`src/rtl/adder_arbiter.sv`:
```
// adder_arbiter: round-robin arbiter that lets NUM_REQ requesters share one
// externally registered adder. Each accepted operation walks through
// IDLE -> ISSUE -> CAPTURE -> RESP and returns its sum with the requester id.
// Optional feature: define ADDER_ARB_OVF_CNT_EN to count carry-out events
// on ovf_cnt (saturating at 255); otherwise ovf_cnt is tied to zero.
module adder_arbiter #(
   parameter int NUM_REQ = 4,
   parameter int DATA_W  = 4
) (
   input  logic                          clk,
   input  logic                          rst,
   input  logic [NUM_REQ-1:0]            req_valid,
   input  logic [NUM_REQ*DATA_W-1:0]     req_a,
   input  logic [NUM_REQ*DATA_W-1:0]     req_b,
   output logic [NUM_REQ-1:0]            req_ready,
   output logic [DATA_W-1:0]             add_a,
   output logic [DATA_W-1:0]             add_b,
   input  logic [DATA_W:0]               add_c,
   output logic                          rsp_valid,
   output logic [$clog2(NUM_REQ)-1:0]    rsp_id,
   output logic [DATA_W:0]               rsp_sum,
   input  logic                          rsp_ready,
   output logic                          busy,
   output logic [7:0]                    ovf_cnt
);

   localparam int ID_W = $clog2(NUM_REQ);

   typedef enum logic [1:0] {
      IDLE    = 2'd0,
      ISSUE   = 2'd1,
      CAPTURE = 2'd2,
      RESP    = 2'd3
   } state_t;

   state_t              r_state;
   state_t              w_nextState;
   logic [ID_W-1:0]     r_lastGrant;
   logic [ID_W-1:0]     r_id;
   logic [ID_W-1:0]     w_winner;
   logic                w_found;
   logic                w_transfer;
   logic [DATA_W-1:0]   r_addA;
   logic [DATA_W-1:0]   r_addB;
   logic [DATA_W:0]     r_sum;

   // Round-robin search starting just after the last granted requester,
   // wrapping around so every requester gets a turn.
   always_comb begin
      w_found  = 1'b0;
      w_winner = '0;
      for (int k = 1; k <= NUM_REQ; k++) begin
         if (!w_found && req_valid[(int'(r_lastGrant) + k) % NUM_REQ]) begin
            w_found  = 1'b1;
            w_winner = ID_W'((int'(r_lastGrant) + k) % NUM_REQ);
         end
      end
   end

   // A transfer only happens in IDLE outside reset; req_ready mirrors it one-hot.
   always_comb begin
      w_transfer = (r_state == IDLE) && !rst && w_found;
      req_ready  = '0;
      if (w_transfer) begin
         req_ready = NUM_REQ'(1) << w_winner;
      end
   end

   // Next-state logic: ISSUE and CAPTURE are fixed one-cycle steps, RESP
   // waits for the consumer.
   always_comb begin
      w_nextState = r_state;
      case (r_state)
         IDLE:    if (w_transfer) w_nextState = ISSUE;
         ISSUE:   w_nextState = CAPTURE;
         CAPTURE: w_nextState = RESP;
         RESP:    if (rsp_ready) w_nextState = IDLE;
         default: w_nextState = IDLE;
      endcase
   end

   // State register; reset abandons whatever operation is in flight.
   always_ff @(posedge clk) begin
      if (rst) begin
         r_state <= IDLE;
      end else begin
         r_state <= w_nextState;
      end
   end

   // Latch the winner's operands and id on transfer, and grab the adder
   // result during CAPTURE since the adder has its own output register.
   always_ff @(posedge clk) begin
      if (rst) begin
         r_lastGrant <= ID_W'(NUM_REQ - 1);
         r_id        <= '0;
         r_addA      <= '0;
         r_addB      <= '0;
         r_sum       <= '0;
      end else begin
         if (w_transfer) begin
            r_lastGrant <= w_winner;
            r_id        <= w_winner;
            r_addA      <= req_a[w_winner*DATA_W +: DATA_W];
            r_addB      <= req_b[w_winner*DATA_W +: DATA_W];
         end
         if (r_state == CAPTURE) begin
            r_sum <= add_c;
         end
      end
   end

   assign add_a     = r_addA;
   assign add_b     = r_addB;
   assign rsp_valid = (r_state == RESP);
   assign rsp_id    = r_id;
   assign rsp_sum   = r_sum;
   assign busy      = (r_state != IDLE);

`ifdef ADDER_ARB_OVF_CNT_EN
   logic [7:0] r_ovfCnt;

   // Count CAPTURE cycles whose sum carried out, holding at 255.
   always_ff @(posedge clk) begin
      if (rst) begin
         r_ovfCnt <= 8'd0;
      end else if ((r_state == CAPTURE) && add_c[DATA_W] && (r_ovfCnt != 8'hFF)) begin
         r_ovfCnt <= r_ovfCnt + 8'd1;
      end
   end

   assign ovf_cnt = r_ovfCnt;
`else
   assign ovf_cnt = 8'd0;
`endif

endmodule

```
`config.mk`:
```
export PLATFORM = sky130hd
export DESIGN_NAME = adder_arbiter
export DESIGN_NICKNAME = d
export VERILOG_FILES = /design/src/rtl/adder_arbiter.sv
export SDC_FILE = /design/constraint.sdc
export NUM_CORES = 1
export LEC_CHECK = 0
export ABC_AREA = 1
export BUFFER_PORTS_ARGS = -buffer_cell sky130_fd_sc_hd__buf_2
export CAP_MARGIN = 15
export CORE_MARGIN = 4
export CORE_UTILIZATION = 43
export CTS_BUF_LIST = sky130_fd_sc_hd__clkbuf_4
export DETAILED_ROUTE_END_ITERATION = 8
export HOLD_SLACK_MARGIN = 0.1
export PLACE_DENSITY = 0.79
export SLEW_MARGIN = 30
export SYNTH_ARGS = -nofsm -noshare
export SYNTH_HDL_FRONTEND = slang
export SYNTH_SLANG_ARGS = --single-unit
```
`constraint.sdc`:
```
create_clock -name clk -period 1.85 [get_ports clk]
set_clock_uncertainty 0.1 [all_clocks]
set_input_delay 0.185 -clock clk [delete_from_list [all_inputs] [get_ports clk]]
set_output_delay 0.185 -clock clk [all_outputs]
set_load 0.01 [all_outputs]
```
# --- After elaboration in Yosys (flattened, before gate mapping) ---
# Index checks and enable logic that the tools add are counted.
classes:
  add_sub_neg: 4
  n_lt_le_gt_ge: 4
  n_eq_ne: 5
  shift: 3
  n_mux: 24
  n_bitwise: 4
  reduce_logical: 16
op_table:
  columns: ["cell", "n"]
  rows:
  - ["16-bit by 5-bit variable part select with 4-bit output", 2]
  - ["3-bit by 4-bit < comparator with 1-bit output, second input constant", 4]
  - ["1-bit two-way mux", 12]
  - ["2-bit two-way mux", 6]
  - ["1-bit binary-select mux with 2-bit select", 4]
  - ["2-bit one-hot mux with 4 select lines", 1]
  - ["2-bit OR reduction", 4]
  - ["1-bit logical AND", 5]
  - ["2-bit by 1-bit adder with 2-bit output, second input constant", 2]
  - ["2-bit adder, second input constant", 2]
  - ["1-bit AND, first input constant", 4]
  - ["2-bit == test, second input constant", 2]
  - ["1-bit zero test", 4]
  - ["4-bit two-way mux", 1]
  - ["1-bit by 2-bit left shift with 4-bit output, first input constant", 1]
  - ["2-bit by 1-bit == test with 1-bit output, second input constant", 1]
  - ["2-bit zero test", 1]
  - ["2-bit by 1-bit inequality test with 1-bit output, second input constant", 1]
  - ["2-bit inequality test, second input constant", 1]
  - ["2-bit AND reduction", 1]
  - ["2-bit nonzero test", 1]
word_totals:
  reg_bits: 19
  in_bits: 44
  output_inout_bits: 29
  word_cells: 66

# --- Depth between registers and ports, before layout ---
# Gate-level depths: netlist (run 1).
logic_depth:
  ltp_word: 19
  ltp_mapped: 17
  depth_no_buf: 15

# --- Worst setup path before layout (run 1) ---
# OpenSTA, ideal clock, no wires.
synth_path:
  kind: "reg2out"
  start: "register r_lastGrant[0]"
  end: "output req_ready[0]"
  t_arrival_ns: 1.566
  required_ns: 1.565
  slack_ns: -0.001
  path_stages_with_launch: 14
  n_path_buf: 2
  cell_sequence: "dfxtp_1 > buf_6 > inv_8 > nand2_2 > nand2_1 > nor2_1 > nor2_1 > nand3_4 > nand2_2 > nand2_4 > inv_6 > buf_12 > nand2_2 > nor2_1"
synth_via:
  elab_chain_cells: 16
  word_cells_on_any_way: 33
  classes_between: "4 x add/sub; 1 x shift; 21 x mux; 7 x reduce/logical"
synth_lines:
  columns: ["item", "line", "source"]
  rows:
  - ["from (decl)", "38", "logic [ID_W-1:0] r_lastGrant;"]
  - ["from (signal assigned)", "95", "r_lastGrant <= ID_W'(NUM_REQ - 1);"]
  - ["from (signal assigned)", "102", "r_lastGrant <= w_winner;"]
  - ["2-bit by 1-bit adder with 2-bit output", "53, 55", null]
  - ["1-bit binary-select mux with 2-bit select", "53", "if (!w_found && req_valid[(int'(r_lastGrant) + k) % NUM_REQ]) begin"]
  - ["1-bit two-way mux (not written as such) (2 in series)", "53", null]
  - ["1-bit two-way mux", "53", null]
  - ["1-bit zero test", "53", null]
  - ["1-bit logical AND", "53", null]
  - ["1-bit two-way mux", "53", null]
  - ["1-bit zero test", "53", null]
  - ["1-bit logical AND", "53", null]
  - ["1-bit two-way mux", "53", null]
  - ["1-bit zero test", "53", null]
  - ["1-bit logical AND", "53", null]
  - ["2-bit two-way mux / 1-bit two-way mux (equally long branches)", "53", null]
  - ["1-bit by 2-bit left shift with 4-bit output / 1-bit logical AND (equally long branches)", "65, 62", null]
  - ["4-bit two-way mux (*)", "64", "if (w_transfer) begin"]
  - ["to (decl)", "15", "output logic [NUM_REQ-1:0] req_ready,"]
# Every way passes the cells marked *; elsewhere a longest branch is shown, timed or not. The select of a mux whose other input is x is not followed.

# --- Worst setup path after layout (run 1) ---
layout_path:
  start: "register r_lastGrant[0]"
  end: "output req_ready[1]"
# Same word-level chain as after synthesis.

==> results of run 1 <==
-- worst min path at each step --
stage	startpoint	to	slack [ns]	depth (start not counted)
2_1_floorplan	rst	r_state[1]	0.15	1
3_3_place_gp	rst	r_state[1]	0.26	2
3_5_place_dp	rst	r_state[1]	0.26	2
4_1_cts	req_a[2]	add_a[2]	0.10	5
5_1_grt	req_a[2]	add_a[2]	0.11	5
6_report	req_a[6]	add_a[2]	0.11	5
-- worst max-delay path, stage by stage, from the launching register on --
cell and delay (ns):
sky130_fd_sc_hd__dfxtp_4 0.38, sky130_fd_sc_hd__buf_12 0.14, sky130_fd_sc_hd__inv_8 0.09, sky130_fd_sc_hd__nand2_1 0.08, sky130_fd_sc_hd__nand2_1 0.06, sky130_fd_sc_hd__nor2_1 0.05
sky130_fd_sc_hd__nor2_2 0.18, sky130_fd_sc_hd__nand3_4 0.14, sky130_fd_sc_hd__nand2_4 0.10, sky130_fd_sc_hd__nand2_4 0.07, sky130_fd_sc_hd__buf_4 0.14, sky130_fd_sc_hd__nand2_2 0.07
sky130_fd_sc_hd__nor2_1 0.04, sky130_fd_sc_hd__buf_2 0.14
-- power groups by stage --
stage	Combinational, mW	Sequential, mW	Clock (mW)
6_report	3.45	0.675	0.237
5_1_grt	3.71	0.689	0.261
4_1_cts	2.78	0.651	0.238
3_5_place_dp	2.54	0.657	0
3_3_place_gp	2.50	0.651	0
2_1_floorplan	1.82	0.695	0
-- through the flow --
step	util	hold WS [ns]	instances	TNS (ns)
3_3_place_gp	0.5759	0.2553	350	-0.001902
2_1_floorplan	-	0.1541	235	-0.002513
4_1_cts	0.7008	0.1017	390	-1.346
3_5_place_dp	0.5759	0.2583	350	-0.08202
6_report	0.7732	0.1102	397	-3.107
5_1_grt	0.7732	0.1058	397	-4.644
-- layer usage --
metal / GRT usage / up-vias / share of wire
li1: - / 927 / -
met1: 0.2365 / 909 / 0.37
met2: 0.4356 / 99 / 0.51
met3: 0.04722 / 35 / 0.061
met4: 0.1675 / 0 / 0.057
met5: 0 / - / 0
-- synth_stat cells, drive strengths merged --
cell   number  area (um^2)
a21oi       2        10.01
a31oi       1        6.260
buf        12        107.6
conb        1        3.750
dfxtp      19        380.4
ha          4        50.05
inv        26        110.1
nand2     111        494.2
nand3      23        167.7
nor2       22        116.4
nor3        1        5.000
o21ai       6        33.78
-- flip-flops by register name (all words and copies together) (netlist names) --
name	flops
r_lastGrant	2
add_a	4
rsp_sum	5
rsp_id	2
add_b	4
r_state	2
-- area by class of cell --
| type | count | area, um^2 | share of cell area |
|---|---|---|---|
| Tap cell | 46 | 57.56 | 0.02231 |
| Timing Repair Buffer | 123 | 889.6 | 0.3448 |
| Multi-Input combinational cell | 178 | 1094 | 0.4239 |
| Inverter | 26 | 113.9 | 0.04413 |
| Clock buffer | 4 | 30.03 | 0.01164 |
| Sequential cell | 19 | 387.9 | 0.1503 |
| Timing Repair inverter | 1 | 7.507 | 0.002910 |
-- repair_timing --
action,in CTS,in global routing
resized for setup,11,49
buffers inserted,3,5
cloned,0,2
pin swaps,2,17
hold buffers,33,0
hold endpoints to repair,14,0
setup endpoints to repair,9,18
-- cell families (layout without fill, tap and decap cells) --
logic type      after synthesis  count (layout)  share of synthesized area
compound gates                9               9                    0.03370
buf+inv                      38             154                     0.1466
other cells                   1               8                   0.002525
fa+ha+maj                     4               4                    0.03370
flops                        19              19                     0.2561
simple gates                157             157                     0.5274
==> results.sh, run 1 <==
export IMPL_grt_pass1_wl_mm=8.004
export IMPL_min_delay_path_class="input port to flip-flop"
export IMPL_violated_checks="setup timing"
export IMPL_layout_commonest_cell="sky130_fd_sc_hd__nand2_1"
export IMPL_pwr_share_comb=0.791
export IMPL_post_synth_cell_area_avg_um2=6.514
export IMPL_critical_path_endpoint_type="output port"
export IMPL_critical_path_peak_fanout=8
export IMPL_post_synth_instance_area_um2=1485
export IMPL_globalplace_congestion=0.8142
export IMPL_numCtsBuffers=3
export IMPL_cts_tree="done"
export IMPL_regToRegSetupSlack_ns=-0.26
export IMPL_die_height_um=66.77
export IMPL_cp_class="flip-flop to output port"
export IMPL_track_usage=0.2381
export IMPL_die_area_um2=4458
export IMPL_netSwitchingFraction=0.5184
export IMPL_synth_ff_latch_count=19
export IMPL_power_per_cell_area_nw_per_um2=1692
export IMPL_startpoint_type="flip-flop"
export IMPL_totalPowerFinal_mw=4.364
export IMPL_clock_tree_htree_level_count=1
export IMPL_p_leak_nw=1.461
export IMPL_postPlaceCellArea_um2=1922
export IMPL_synth_lib_cells_used_distinct=26
export IMPL_fmax_mhz=442.9
export IMPL_antenna_violations_before_repair=0
export IMPL_design_portCount=73
export IMPL_critPathRequiredTime_ns=1.56
export IMPL_reg2reg_from="r_lastGrant[0]"
export IMPL_wire_per_inst_um=14.47
export IMPL_rsz0062_at_grt="true"
export IMPL_finalWirelength_mm=5.745
export IMPL_drive_gt1_frac=0.4929
export IMPL_reg2reg_to="add_b[3]"
export IMPL_timing_final_setup_violations=17
export IMPL_final_cell_mix="68 x sky130_fd_sc_hd__nand2_1, 63 x sky130_fd_sc_hd__buf_2, 33 x sky130_fd_sc_hd__dlygate4sd3_1"
export IMPL_clock_sink_count=19
export IMPL_data_arrival_time_of_the_critical_path_ns=1.97
export IMPL_fp_dieW_um=66.77
export IMPL_ys_seq_area_frac=0.2561
export IMPL_vias_per_cell=4.962
export IMPL_cts_path_max_buffers=2
export IMPL_drtIter0Drc=96
export IMPL_drt_pass1_iter_count=4
export IMPL_num_fill_cells=226
export IMPL_post_route_period_util=1.220
export IMPL_clock_root_buffer="sky130_fd_sc_hd__clkbuf_4"
export IMPL_p_clk_frac=0.054
export IMPL_fin_nets=400
export IMPL_first_global_vias=1854
export IMPL_num_rows=21
export IMPL_report_final_hold_viol_count=0
export IMPL_yosysWarningCount=0
export IMPL_postSynthCellCount=228
export IMPL_startpoint="r_lastGrant[0]"
export IMPL_final_critical_path_setup_slack_ns=-0.4077
export IMPL_core_area_um2=3337
export IMPL_final_critical_path_time_including_i_o_delays_and_setup_ns=2.258
export IMPL_antenna_cells=0
export IMPL_r2r_worst_path_cells=16
export IMPL_place_ws_ns=-0.03865
export IMPL_endpoint="req_ready[1]"
export IMPL_highest_ir_drop_seen_on_vdd_mv=1.024
export IMPL_via_count=1970
export IMPL_outcome="complete, but fails checks"
export IMPL_overflow_left_after_global_routing=0
export IMPL_clkTransAtPathRegs_ns=0.12
export IMPL_maxSlewViolCount=0
export IMPL_area_growth_synth_to_final_pct=73.71
export IMPL_worst_skew_pair_late_latency_ns=0.31
export IMPL_dp_hpwl_mm=3.075
export IMPL_floorplan_initialDensity=0.4451
export IMPL_power_frac_seq=0.155
export IMPL_drt_drc_violations_left=0
export IMPL_ant_nets=0
export IMPL_cap_viol_max_count=0
export IMPL_switching_power_mw=2.262
export IMPL_grt_start_max_net_pins=13
export IMPL_port_buffer_count=64
export IMPL_fin_area_um2=2580
export IMPL_cellInternalPower_mw=2.102
Note: power is estimated with default switching activity, not from simulation.
==> run 2: changes to the inputs <==
--- a/config.mk
+++ b/config.mk
@@ -11,6 +11,7 @@
 export CORE_MARGIN = 4
 export CORE_UTILIZATION = 43
 export CTS_BUF_LIST = sky130_fd_sc_hd__clkbuf_4
+export CTS_CLUSTER_SIZE = 24
 export DETAILED_ROUTE_END_ITERATION = 8
 export HOLD_SLACK_MARGIN = 0.1
 export PLACE_DENSITY = 0.79
@@ -18,3 +19,4 @@
 export SYNTH_ARGS = -nofsm -noshare
 export SYNTH_HDL_FRONTEND = slang
 export SYNTH_SLANG_ARGS = --single-unit
+export TNS_END_PERCENT = 5
==> run 2 against run 1 <==
The run still ends with setup timing left. Setup slack better by 0.034 ns. Wire length decreased by 9.1%. Sequential share of layout area increased by 0.51 points. Via count decreased by 5.6%.
==> results.sh, run 2 (synthesis results as in run 1) <==
export IMPL_r2r_worst_path_cells=17
export IMPL_clkTransAtPathRegs_ns=0.12
export IMPL_track_usage=0.2274
export IMPL_min_delay_path_class="input port to flip-flop"
export IMPL_crit_chain="buf_12, inv_8, nand2_2, nand2_4, nand2_2, nand2_4, nand2_4, nand2_4, nor2_4, nand2_4, nand2_4, buf_4, nand2_2, nor2_1, buf_2"
export IMPL_regToRegSetupSlack_ns=-0.24
export IMPL_p_leak_nw=1.400
export IMPL_violated_checks="setup timing"
export IMPL_first_global_vias=1721
export IMPL_outcome="complete, but fails checks"
export IMPL_critPathSlowestCell="sky130_fd_sc_hd__dfxtp_4"
export IMPL_hold_end="add_a[2]"
export IMPL_final_critical_path_setup_slack_ns=-0.3733
export IMPL_crit_top_cell="sky130_fd_sc_hd__nand2_4"
export IMPL_core_area_um2=3337
export IMPL_ant_nets=0
export IMPL_final_cell_mix="70 x sky130_fd_sc_hd__nand2_1, 63 x sky130_fd_sc_hd__buf_2, 33 x sky130_fd_sc_hd__dlygate4sd3_1"
export IMPL_port_buffer_count=64
export IMPL_grtUsageMet2=0.4022
export IMPL_design_portCount=73
export IMPL_critical_path_endpoint_type="output port"
export IMPL_critPathRequiredTime_ns=1.56
export IMPL_clock_tree_htree_level_count=1
export IMPL_fin_nets=395
export IMPL_ff_latch_area_um2=387.9
export IMPL_maxSlewViolCount=0
export IMPL_timing_final_setup_violations=14
export IMPL_clock_root_buffer="sky130_fd_sc_hd__clkbuf_4"
export IMPL_dp_hpwl_mm=3.075
export IMPL_grt_busiest_layer="met2"
export IMPL_globalplace_congestion=0.8142
export IMPL_report_final_hold_viol_count=0
export IMPL_num_rows=21
export IMPL_grt_start_max_net_pins=13
export IMPL_grt_pass1_wl_mm=7.693
export IMPL_postPlaceCellArea_um2=1922
export IMPL_groute_layer_met3_usage=0.04216
export IMPL_post_route_period_util=1.202
export IMPL_cap_viol_max_count=0
export IMPL_cp_class="flip-flop to output port"
export IMPL_totalPowerFinal_mw=4.108
export IMPL_drt_pass1_iter_count=4
export IMPL_floorplan_initialDensity=0.4451
export IMPL_die_height_um=66.77
export IMPL_numCtsBuffers=3
export IMPL_wire_per_inst_um=13.28
export IMPL_worst_skew_pair_late_latency_ns=0.31
export IMPL_critical_path_max_stage_delay_ns=0.39
export IMPL_cts_path_max_buffers=2
export IMPL_highest_ir_drop_seen_on_vdd_mv=0.9326
export IMPL_fp_dieW_um=66.77
export IMPL_area_of_the_multi_input_gates_um2=1044
export IMPL_power_per_cell_area_nw_per_um2=1647
export IMPL_critical_path_peak_fanout=8
export IMPL_worst_hold_startpoint="req_a[2]"
export IMPL_drtIter0Drc=79
export IMPL_area_growth_synth_to_final_pct=67.99
export IMPL_num_fill_cells=239
export IMPL_reg2reg_to="add_b[3]"
export IMPL_die_area_um2=4458
export IMPL_cells_on_worst_hold_path=5
export IMPL_fmax_mhz=449.8
export IMPL_fin_setup_tns_ns=-2.531
export IMPL_antenna_violations_before_repair=1
export IMPL_layout_commonest_cell="sky130_fd_sc_hd__nand2_1"
export IMPL_vias_per_cell=4.733
export IMPL_drive_gt1_frac=0.4711
export IMPL_met1_routing_resource_usage_after_global_routing=0.2536
export IMPL_clock_sink_count=19
export IMPL_drt_drc_violations_left=0
export IMPL_via_count=1860
export IMPL_finish_utilization=0.7477
export IMPL_startpoint_type="flip-flop"
export IMPL_rsz0062_at_grt="true"
export IMPL_reg2reg_from="r_lastGrant[0]"
export IMPL_cts_tree="done"
export IMPL_overflow_left_after_global_routing=0
export IMPL_final_critical_path_time_including_i_o_delays_and_setup_ns=2.223
export IMPL_finalWirelength_mm=5.220
export IMPL_fin_area_um2=2495
export IMPL_data_arrival_time_of_the_critical_path_ns=1.94
export IMPL_flip_flop_count_of_the_largest_register_all_copies_and_words_added=5
run 2: worst max path at each step:
stage,start,endpoint,cells past startpoint
after floorplan,r_lastGrant[0],req_ready[0],13
after global placement,r_lastGrant[1],req_ready[3],14
after CTS,r_lastGrant[0],req_ready[3],15
after global routing,r_lastGrant[0],req_ready[1],15
final,r_lastGrant[0],req_ready[1],15
after detailed placement,r_lastGrant[0],req_ready[3],15
run 2: per-layer routing:
| metal | up-vias | wire length, um | share of wire |
|---|---|---|---|
| met1 | 844 | 1965 | 0.38 |
| met4 | 0 | 197 | 0.038 |
| li1 | 917 | - | - |
| met3 | 18 | 301 | 0.058 |
| met5 | - | 0 | 0 |
| met2 | 81 | 2755 | 0.53 |
run 2: cell type report:
| class | instances | area share |
|---|---|---|
| Antenna cell | 1 | 0.001003 |
| Clock buffer | 4 | 0.01204 |
| Inverter | 26 | 0.04564 |
| Multi-Input combinational cell | 178 | 0.4183 |
| Sequential cell | 19 | 0.1555 |
| Tap cell | 46 | 0.02307 |
| Timing Repair Buffer | 119 | 0.3445 |
run 2: worst max-delay path, delay by kind of cell (launching register included):
family | cells | cell delay (ns)
buffers and inverters | 4 | 0.42
AND/OR/NAND/NOR | 11 | 0.83
flip-flops | 1 | 0.39
run 2: what timing repair did:
item                                    4_1_cts  5_1_grt
endpoints found under the hold margin        14        0
gates cloned                                  0        1
pin swaps                                     2       14
endpoints found under the setup margin        9       18
gates resized for setup                       3       44
hold buffers                                 33        0
buffers inserted                              3        1
run 2: metrics by stage:
stage	hold slack, ns	instances	setup WS [ns]
floorplan	0.1541	235	-0.001256
global placement	0.2553	350	-0.001902
detailed placement	0.2583	350	-0.03865
CTS	0.1017	390	-0.3582
global route	0.1119	393	-0.4513
finish	0.1038	393	-0.3733
run 2: power breakdown:
group	switching [mW]	internal [mW]
Sequential	0.0956	0.572
Clock	0.139	0.0987
Combinational	1.86	1.34
Total	2.10	2.01
